## src/rtl/result_bcd_display.sv

```systemverilog
// Captures a written result value and converts it to BCD with a serial double-dabble engine.
// Drives decimal 7-segment digits with a sign indicator and leading-zero blanking.
module result_bcd_display #(
  parameter int WIDTH  = 16,
  parameter int DIGITS = 5,
  parameter int SIGNED = 1
) (
  input  logic                clk,
  input  logic                reset,
  input  logic                load,
  input  logic [31:0]         data_in,
  output logic                busy,
  output logic                valid,
  output logic                done,
  output logic                neg,
  output logic [4*DIGITS-1:0] bcd,
  output logic [7*DIGITS-1:0] seg,
  output logic [6:0]          seg_sign
);

  localparam int SW = WIDTH + 4*DIGITS;
  localparam int CW = $clog2(WIDTH + 1);

  if (WIDTH < 4 || WIDTH > 32 || WIDTH * 30103 > DIGITS * 100000) begin : g_param_err
    $error("result_bcd_display: WIDTH out of range or too few DIGITS for WIDTH");
  end

  typedef enum logic [1:0] {S_IDLE = 2'd0, S_CONVERT = 2'd1, S_DONE = 2'd2} state_t;

  state_t              r_state, w_state_nxt;
  logic [SW-1:0]       r_shift;
  logic [CW-1:0]       r_cnt;
  logic                r_pend;
  logic [WIDTH-1:0]    r_pend_data;
  logic                r_neg_work;
  logic [4*DIGITS-1:0] r_bcd;
  logic                r_neg, r_valid, r_done;
  logic                w_start;
  logic [WIDTH-1:0]    w_src;
  logic [WIDTH:0]      w_cap;
  logic                w_shown;
  logic                w_unused;

  // Returns {sign, magnitude}; the most negative value maps to its full magnitude.
  function automatic logic [WIDTH:0] capture(input logic [WIDTH-1:0] d);
    if (SIGNED != 0 && d[WIDTH-1]) return {1'b1, ~d + WIDTH'(1)};
    return {1'b0, d};
  endfunction

  function automatic logic [SW-1:0] dabble(input logic [SW-1:0] s);
    logic [SW-1:0] t;
    t = s;
    for (int k = 0; k < DIGITS; k++) begin
      if (t[WIDTH+4*k +: 4] >= 4'd5) t[WIDTH+4*k +: 4] = t[WIDTH+4*k +: 4] + 4'd3;
    end
    return {t[SW-2:0], 1'b0};
  endfunction

  function automatic logic [6:0] glyph(input logic [3:0] d);
    case (d)
      4'd0: return 7'b1000000;
      4'd1: return 7'b1111001;
      4'd2: return 7'b0100100;
      4'd3: return 7'b0110000;
      4'd4: return 7'b0011001;
      4'd5: return 7'b0010010;
      4'd6: return 7'b0000010;
      4'd7: return 7'b1111000;
      4'd8: return 7'b0000000;
      4'd9: return 7'b0010000;
      default: return 7'b1111111;
    endcase
  endfunction

  assign w_unused = ^data_in;

  // A load seen in DONE is consumed at once, taking priority over buffered data.
  always_comb begin
    w_state_nxt = r_state;
    w_start     = 1'b0;
    case (r_state)
      S_IDLE: begin
        if (load) begin
          w_state_nxt = S_CONVERT;
          w_start     = 1'b1;
        end
      end
      S_CONVERT: begin
        if (r_cnt == CW'(1)) w_state_nxt = S_DONE;
      end
      S_DONE: begin
        if (r_pend || load) begin
          w_state_nxt = S_CONVERT;
          w_start     = 1'b1;
        end else begin
          w_state_nxt = S_IDLE;
        end
      end
      default: w_state_nxt = S_IDLE;
    endcase
  end

  assign w_src = (r_state == S_DONE && !load) ? r_pend_data : data_in[WIDTH-1:0];
  assign w_cap = capture(w_src);

  always_ff @(posedge clk or posedge reset) begin
    if (reset) r_state <= S_IDLE;
    else       r_state <= w_state_nxt;
  end

  always_ff @(posedge clk or posedge reset) begin
    if (reset) begin
      r_cnt   <= '0;
      r_pend  <= 1'b0;
      r_bcd   <= '0;
      r_neg   <= 1'b0;
      r_valid <= 1'b0;
      r_done  <= 1'b0;
    end else begin
      r_done <= (r_state == S_DONE);
      if (w_start)                     r_cnt <= CW'(WIDTH);
      else if (r_state == S_CONVERT)   r_cnt <= r_cnt - CW'(1);
      if (r_state == S_CONVERT && load) r_pend <= 1'b1;
      else if (r_state == S_DONE)       r_pend <= 1'b0;
      if (r_state == S_DONE) begin
        r_bcd   <= r_shift[SW-1:WIDTH];
        r_neg   <= r_neg_work;
        r_valid <= 1'b1;
      end
    end
  end

  always_ff @(posedge clk) begin
    if (w_start) begin
      r_shift    <= {{(4*DIGITS){1'b0}}, w_cap[WIDTH-1:0]};
      r_neg_work <= w_cap[WIDTH];
    end else if (r_state == S_CONVERT) begin
      r_shift <= dabble(r_shift);
    end
    if (load && r_state == S_CONVERT) r_pend_data <= data_in[WIDTH-1:0];
  end

  // Scan from the top digit down; once a nonzero digit appears, everything below is shown.
  always_comb begin
    seg     = '1;
    w_shown = 1'b0;
    for (int i = DIGITS-1; i >= 0; i--) begin
      w_shown = w_shown | (r_bcd[4*i +: 4] != 4'd0) | (i == 0);
      if (w_shown) seg[7*i +: 7] = glyph(r_bcd[4*i +: 4]);
    end
  end

  assign busy     = (r_state != S_IDLE) || r_pend;
  assign valid    = r_valid;
  assign done     = r_done;
  assign neg      = r_neg;
  assign bcd      = r_bcd;
  assign seg_sign = r_neg ? 7'b0111111 : 7'b1111111;

endmodule
```

## config.mk

```make
export PLATFORM = sky130hd
export DESIGN_NAME = result_bcd_display
export DESIGN_NICKNAME = d
export VERILOG_FILES = /design/src/rtl/result_bcd_display.sv
export SDC_FILE = /design/constraint.sdc
export NUM_CORES = 1
export LEC_CHECK = 0
export CAP_MARGIN = 20
export CORE_ASPECT_RATIO = 1.1
export CORE_MARGIN = 2
export CORE_UTILIZATION = 55
export CTS_CLUSTER_DIAMETER = 30
export CTS_CLUSTER_SIZE = 25
export DETAILED_ROUTE_END_ITERATION = 7
export DONT_BUFFER_PORTS = 1
export PLACE_DENSITY = 0.7
export SYNTH_ARGS = -nofsm -noshare
export SYNTH_HDL_FRONTEND = slang
export SYNTH_SLANG_ARGS = --single-unit
```

## constraint.sdc

```tcl
create_clock -name clk -period 4.3 [get_ports clk]
set_clock_uncertainty 0.05 [all_clocks]
set_input_delay 0.43 -clock clk [delete_from_list [all_inputs] [get_ports clk]]
set_output_delay 0.43 -clock clk [all_outputs]
set_load 0.01 [all_outputs]
```

Yosys cells after proc, flatten, opt, wreduce, memory -nomap -nowiden

Memories as Yosys holds them, arrays and structs flattened.
Index checks and enable logic that the tools add are counted.

Magnitude comparators: 5
Bitwise operators: 4
Reductions and logical operators: 14
Multipliers: 0
Shift-type cells: 0
Add/subtract/negate cells: 7
Eq/ne operators: 5
Divide/modulo/power cells: 0
Mux-type cells: 27

Operator list:

| kind                                                | count |
|---|---|
| two-way mux 16 bit                                  | 4 |
| two-way mux 7 bit                                   | 5 |
| >= comparator 4 x 3 -> 1 bit, second input constant | 5 |
| two-way mux 17 bit                                  | 1 |
| adder 16 x 1 -> 16 bit, second input constant       | 1 |
| adder 4 x 2 -> 4 bit, second input constant         | 4 |
| two-way mux 4 bit                                   | 4 |
| inverter 16 bit                                     | 1 |
| nonzero test 4 bit                                  | 4 |
| two-way mux 5 bit                                   | 2 |
| two-way mux 1 bit                                   | 6 |
| one-hot mux 2 bit (3 select lines)                  | 1 |
| nonzero test 2 bit                                  | 3 |
| equality test 5 x 1 -> 1 bit, second input constant | 1 |
| subtractor 5 x 1 -> 5 bit, second input constant    | 1 |
| two-way mux 2 bit                                   | 2 |
| inequality test 2 bit, second input constant        | 2 |
| adder 3 x 2 -> 3 bit, second input constant         | 1 |
| two-way mux 3 bit                                   | 1 |
| OR 1 bit                                            | 3 |
| equality test 2 x 1 -> 1 bit, second input constant | 1 |
| equality test 2 bit, second input constant          | 1 |
| logical AND 1 bit                                   | 2 |
| zero test 2 bit                                     | 1 |
| other kinds (4)                                     | 5 |

Word-level logic and storage cells: 78
Output and inout bits: 66
Register bits: 84
Latch bits: 0
Memories: 5
ROM bits: 560
Input port bits: 35
Memory bits (writable): 0

Memories:

| memory          | words | width | read ports | clocked after memory_dff | write ports | line | text |
|---|---|---|---|---|---|---|---|
| (no name shown) | 16    | 7     | 1          | 0                        | 0           | 60   | `case (d)` |
| (no name shown) | 16    | 7     | 1          | 0                        | 0           | 60   |  |
| (no name shown) | 16    | 7     | 1          | 0                        | 0           | 60   |  |
| (no name shown) | 16    | 7     | 1          | 0                        | 0           | 60   |  |
| (no name shown) | 16    | 7     | 1          | 0                        | 0           | 60   |  |

Logic depth before layout (Yosys ltp)

Gate-level depths: netlist (run 1).

Word-level depth: 8
Depth in mapped cells: 10
Gate-level depth less buffers: 8

Least setup slack after synthesis (run 1)

Ideal clock, no wire load.

Kind: flip-flop to flip-flop
From: register r_state[0]
To: register r_shift[8], data pin
Clock period less this slack: 2738 ps
Cell stages (with the launch flop): 11
Arrival: 2422 ps
Slack: 1562 ps
Cell sequence: dfrtp_1 -> or3b_1 -> buf_2 -> buf_2 -> mux2i_1 -> ha_1 -> nor2b_1 -> nand3_1 -> o311ai_2 -> xnor2_1 -> o21ai_1

Word-level cells in the longest chain between the ends: 8
Elaborated cells between the ends (all ways): 11

Ends and longest elaborated chain:

| item                     | line    | text |
|---|---|---|
| start: declaration       | 30      | `state_t r_state, w_state_nxt;` |
| start signal: assignment | 108     | `else r_state <= w_state_nxt;` |
| equality test 2 bit      | 81, 103 |  |
| logical AND 1 bit        | 103     | `assign w_src = (r_state == S_DONE && !load) ? r_pend_data : data_in[WIDTH-1:0];` |
| two-way mux 16 bit       | 103     |  |
| inverter 16 bit          | 46      | `if (SIGNED != 0 && d[WIDTH-1]) return {1'b1, ~d + WIDTH'(1)};` |
| adder 16 x 1 -> 16 bit   | 46      |  |
| two-way mux 17 bit       | 46      |  |
| two-way mux 16 bit       | 47      | `return {1'b0, d};` |
| two-way mux 16 bit (*)   | 134     | `if (w_start) begin` |
| end signal: assignment   | 135     | `r_shift <= {{(4*DIGITS){1'b0}}, w_cap[WIDTH-1:0]};` |
| end signal: assignment   | 138     | `r_shift <= dabble(r_shift);` |
| end: declaration         | 31      | `logic [SW-1:0] r_shift;` |

Every way passes the cells marked *; elsewhere a longest branch is shown, timed or not. The select of a mux whose other input is x is not followed.
A chain may end at the register's enable or synchronous reset.

Worst setup path in the final report (run 1)

From: register r_bcd[17], in the netlist bcd[17]
To: output seg[13]

Word-level cells in the longest chain between the ends: 5

Ends and longest elaborated chain:

| item                     | line | text |
|---|---|---|
| start: declaration       | 36   | `logic [4*DIGITS-1:0] r_bcd;` |
| start signal: assignment | 126  | `r_bcd <= r_shift[SW-1:WIDTH];` |
| nonzero test 4 bit       | 148  | `w_shown = w_shown \| (r_bcd[4*i +: 4] != 4'd0) \| (i == 0);` |
| OR 1 bit (3 in series)   | 148  |  |
| two-way mux 7 bit        | 149  | `if (w_shown) seg[7*i +: 7] = glyph(r_bcd[4*i +: 4]);` |
| end: declaration         | 17   | `output logic [7*DIGITS-1:0] seg,` |

Every way passes these cells.

==> run metrics, run 1 <==
Port Buf Inserts=0; cell mode on critical path=o21ai_0; required time worst endpoint=3820 ps; Die X=just under 100 µm; Worst R2R Path Depth=8; largest family of logic cells by synthesized area=simple AND/OR/NAND/NOR gates; Final ANT Viol Nets=0; LEAKAGE=approximately 2.2 nW; Clock Sinks=84; Max-Cap Viols=0; WL per Instance=roughly 15 µm; status=completed; Vias=approximately 4000; Mean Syn Cell Area=between 8 and 9 µm²; initial antenna violation count=0; grt total ovfl=0; register area=about 2200 µm²; Slew Viols, Final=0; Synth Register Bits=84; Die ar.=10300 µm²; xor-xnor portion of the synthesized cell area=under 10%; Core Area=9310 µm²; Max Fclk=between 300 and 400 MHz; critical path, cell by cell=inv_1 > ha_1 > nor4bb_1 > nand4_1 > o211ai_1 > o21ai_0 > o21ai_0; Max H-tree Level=3; final setup fails=0; crit-path max FO=7; crit-path max cell delay=approximately 550 ps; die height=106 µm; Synth cell types=between 50 and 60; register area share after synthesis=between 40% and 50%; Hold Crit Class=in2reg; Arr. time, crit path=roughly 2800 ps; WP buf/inv=1; diode count=0; Top delay family on crit path=simple AND/OR/NAND/NOR gates; most frequent cells in the layout=69 x o21ai_0, 59 x nand2_1, 51 x nor2_1; VDD IR max=0.000275 V; num ports=101; RSZ-0062 raised after global routing=false; number of fillers in the final layout=around 800; CP max-delay cell=nor4bb_1; mux contribution to synthesized area=around 5.7%; global-route wire length before repair=17200 µm; Initial Util=between 50% and 60%; largest net degree at the start of global routing=51; post-synthesis adder-cell area fraction=slightly below 9%; clk buf depth=2; hold depth=0; vias in the first global route=~3700; Hold Vio Cnt, Final=0; CP Capture Type=output port; Setup TNS=0 ps; commonest non-fill, non-tap cell in the layout=o21ai_0; drt first pass iters=4; Total Routing Usage GR=around a fifth; ys async rst share=36.9%; final wirelength=10200 µm; Vias/cell=about 5.8; # Post-CTS Setup Buffers=0; Synth Area in Simple Gates=approximately a fifth; CP Depth=7; share of cells above drive strength 1=about 7%; actual slew at the worst max-slew pin=a little over 900 ps; latest clock arrival within the worst-skew pair=about 370 ps; nets@finish=~650; Worst-path clk slew=approximately 80 ps; ys flop type=edfxtp_1; Tmin final=3270 ps; starting DRC count in detailed routing=139; FP Rows=37; Rel. slew slack=38.9%; crit path kind=reg2out; CP Launch Type=register; hpwl dp=7210 µm; post-synthesis cell area=roughly 5200 µm²; Synth Area in Compound Gates=between 10% and 20%; CTS tree=built; WHS=between 100 and 150 ps; Root Buffer=clkbuf_8; gpl congestion=0.933; Synth Warn #=0; DRC Markers=0; Power Density=about 680 nW/µm²; Synth Instances=a little under 600; TritonCTS Buffers=9; synth-to-layout area growth=4.69%; EDFF count, synth=33; Multi-input gate area=about 2800 µm²; final period utilization=about 76%
==> sequential cells by signal (all words and copies together), names as in the netlist, 2 cells and up <==
| name | count |
|---|---|
| r_pend_data | 16 |
| r_cnt | 5 |
| bcd | 20 |
| r_shift | 36 |
| r_state | 2 |
==> area by class of cell <==
cell class	count	area share (%)
clock inverter	4	0.457
timing repair buffer	6	1.30
tap	117	2.67
multi-input combinational	440	51.1
inverter	33	2.31
clock buffer	12	2.54
sequential	84	39.6
==> worst register-to-register path, delay by kind of cell, from the launching register on <==
kind	cells	cell delay, ps
xor gates and xnor gates	1	160
muxes	1	250
adders and majority gates	1	350
AOI/OAI and AO/OA	2	360
DFF	1	450
and+or+nand+nor	3	960
==> power by group <==
part | switching, mW | total (mW) | leakage (nW) | internal (mW)
clock | 0.275 | 0.491 | 0.0881 | 0.216
sequential | 0.320 | 1.49 | 0.907 | 1.17
combinational | 1.12 | 1.73 | 1.24 | 0.606
total | 1.72 | 3.71 | 2.24 | 1.99
==> cell usage after synthesis, drive strengths merged (2+ instances only) <==
cell / n / share of area, %
a21boi: 2 / 0.29
a21oi: 41 / 3.9
a22oi: 2 / 0.29
and2: 5 / 0.60
buf: 11 / 1.3
clkbuf: 23 / 1.7
dfrtp: 31 / 15
dfxtp: 20 / 7.7
edfxtp: 33 / 19
ha: 37 / 8.9
inv: 33 / 2.4
mux2: 12 / 2.6
mux2i: 15 / 3.1
nand2: 59 / 4.2
nand2b: 11 / 1.3
nand3: 29 / 2.8
nand3b: 2 / 0.29
nand4: 10 / 1.2
nand4b: 4 / 0.67
nor2: 51 / 3.7
nor2b: 3 / 0.36
nor3: 8 / 0.77
nor3b: 7 / 1.1
nor4: 3 / 0.48
o211ai: 8 / 1.3
o21ai: 74 / 7.1
o311ai: 2 / 0.48
o31ai: 8 / 1.1
or2: 2 / 0.24
or3: 3 / 0.36
xnor2: 13 / 2.2
xor2: 9 / 1.5
==> through the flow <==
stage / std cells / instance area, µm² / util [%] / worst slack (ps) / power, mW
floorplan: 591 / 5250 / - / 1560 / 2.92
global placement: 677 / 5260 / 56.6 / 1520 / 3.17
detailed placement: 677 / 5260 / 56.6 / 1450 / 3.24
CTS: 694 / 5440 / 58.4 / 1030 / 3.74
global route: 696 / 5480 / 58.8 / 888 / 4.06
finish: 696 / 5480 / 58.8 / 1030 / 3.71
==> cells by family after synthesis <==
logic type,Yosys count
mux,27
flops,84
other cells,1
buf+inv,67
fa+ha+maj,37
simple gates,203
compound gates,145
xor+xnor,22
==> routing by layer <==
metal / wire [µm] / part of all wire [%] / vias up / GRT usage (%)
li1: - / - / 2024 / -
met1: 4580 / 45 / 1880 / 25.3
met2: 4780 / 47 / 124 / 34.0
met3: 605 / 5.9 / 19 / 3.94
met4: 273 / 2.7 / 0 / 10.2
met5: 0 / 0 / - / 0
==> what timing repair did <==
| action | CTS | global route |
|---|---|---|
| hold buffers | 1 | 0 |
| resized for setup | 0 | 0 |
| endpoints found under the hold margin | 31 | 0 |
==> final timing paths <==
path	from	endpoint	slack, ps
max	bcd[17]	seg[13]	1030
min reg2reg	r_shift[15]	r_shift[16]	410
max in group asynchronous	reset	r_cnt[1]	3310
max reg2reg	r_state[0]	r_shift[8]	1460
min in group asynchronous	reset	bcd[5]	580
min	data_in[5]	r_pend_data[5]	100
No activity file was read; power rests on OpenSTA's default activity.
==> inputs of run 2 (changes only) <==
PLACE_DENSITY = 0.73   (was 0.7)
clock period = 2.8 ns   (was 4.3 ns; I/O delays follow)
==> run 2 against run 1 <==
Sequential share of layout area is 1.8 points lower. Total power increased by 61%. Wire length up 2.2%. Non-clock buffer count increased by 26. Register-to-register slack got worse by 1200 ps. Clock power increased by 74%. Critical path depth rose by 1. Final cell count increased by 3.7%. Largest power group unchanged. Final area is 4.9% higher.
==> run metrics, run 2 (synthesized netlist as in run 1, its figures left out) <==
final setup fails=0; global-route wire length before repair=between 15000 and 20000 µm; share of cells above drive strength 1=under 10%; Biggest register=r_shift; actual slew at the worst max-slew pin=937 ps; Min-Delay Endpoint=r_shift[0]; required time worst endpoint=between 2000 and 2500 ps; Max-Cap Viols=0; Max H-tree Level=3; nets@finish=between 600 and 700; Slew Viols, Final=0; latest clock arrival within the worst-skew pair=~360 ps; clk buf depth=2; Core Area=between 9000 and 10000 µm²; LEAKAGE=between 2 and 2.5 nW; Vias=about 4200; Rel. slew slack=37.0%; hpwl dp=around 7600 µm; initial antenna violation count=0; drt first pass iters=7; fin util=61.7%; largest net degree at the start of global routing=35; Vias/cell=between 5 and 6; gpl congestion=about 0.9; RR Endpoint=r_shift[8]; Arr. time, crit path=~2300 ps; Port Buf Inserts=0; CP Launch Type=register; Worst-path clk slew=roughly 80 ps; final wirelength=roughly 10000 µm; TritonCTS Buffers=9; Hold Vio Cnt, Final=0; number of fillers in the final layout=794; Power Density=between 1000 and 1500 nW/µm²; Hold Crit Class=in2reg; worst slack, placed=between 200 and 250 ps; Worst R2R Start=r_state[1]; crit-path max FO=6; Root Buffer=clkbuf_8; starting DRC count in detailed routing=230; WL per Instance=14.5 µm; Tmin final=about 2700 ps; R2R Setup Slk=between 200 and 300 ps; CP Capture Type=output port; vias in the first global route=between 3000 and 4000; synth-to-layout area growth=9.78%; Worst Setup Slack, final=between 100 and 150 ps; Die X=~97 µm; Multi-input gate area=2830 µm²; status=completed; hold path start=data_in[0]; Max Fclk=between 300 and 400 MHz; RSZ-0062 raised after global routing=true; crit path kind=reg2out; Worst R2R Path Depth=8; register area=2170 µm²; die height=106 µm; grt total ovfl=0; Initial Util=56.2%; diode count=0; most frequent cells in the layout=64 x o21ai_0, 59 x nand2_1, 51 x nor2_1; DRC Markers=0; FP Rows=37; Total Routing Usage GR=20.8%; num ports=101; commonest non-fill, non-tap cell in the layout=o21ai_0; VDD IR max=approximately 0.00041 V; max reg flops=36; Final ANT Viol Nets=0; hold depth=2; final period utilization=between 90% and 100%; Clock Sinks=between 80 and 90; CTS tree=built; Die ar.=10300 µm²
[run 2: cell types whose count changed in the layout (fill, tap and decap cells not counted), sizes merged]
cell         change
bufinv           +1
clkinv           +1
buf             +10
clkbuf           -2
dlygate4sd3     +16
[run 2: layer usage]
metal  part of all wire [%]  vias to the layer above  GRT usage (%)
li1                       -                     2077              -
met1                     44                     1972           25.4
met2                     49                      139           35.9
met3                    5.9                       17           4.14
met4                    1.6                        0           8.85
met5                      0                        -              0
[run 2: worst max path at each step]
| stage | to | slack, ps | from | cells past startpoint |
|---|---|---|---|---|
| after floorplan | r_shift[8] | 60 | r_state[0] | 10 |
| after global placement | r_shift[8] | 300 | r_state[1] | 8 |
| after detailed placement | r_shift[8] | 210 | r_state[1] | 8 |
| after CTS | seg[10] | 20 | bcd[16] | 8 |
| after global routing | seg[9] | -30 | bcd[16] | 8 |
| final | seg[10] | 140 | bcd[16] | 8 |
[run 2: stage by stage]
step | hold slack (ps) | instances | power, mW | instance area, µm² | TNS (ps)
after detailed placement | 236 | 688 | 5.06 | 5350 | 0
final | 154 | 722 | 5.99 | 5740 | 0
after global routing | 188 | 722 | 6.53 | 5740 | -95.9
after CTS | 148 | 722 | 5.98 | 5720 | 0
after floorplan | 329 | 591 | 4.48 | 5250 | 0
after global placement | 228 | 688 | 4.91 | 5350 | 0
[run 2: layout make-up]
cell class | instances | area share (%)
well taps | 117 | 2.55
multi-input cells | 440 | 49.2
repair buffers | 32 | 4.92
flip-flops and latches | 84 | 37.8
clock buffers | 10 | 2.22
inverters | 33 | 2.20
clock inverters | 6 | 1.11
[run 2: report_power, final]
group	internal, mW	leakage, nW	switching (mW)
clock	0.413	0.101	0.439
combinational	1.07	1.36	1.81
sequential	1.79	0.904	0.460
[run 2: critical path, cell delays in order (launching register included)]
cell,delay [ps]
dfrtp_1,390
inv_1,110
ha_2,240
nor4bb_4,340
nand4_1,120
buf_4,170
o31ai_1,260
o31ai_2,160
o21ai_1,180
[run 2: what timing repair did]
action | CTS | global route
pin swaps | 1 | 0
gates resized for setup | 1 | 11
buffers inserted | 1 | 0
hold endpoints to repair | 47 | 0
hold buffers | 17 | 0
endpoints found under the setup margin | 7 | 8
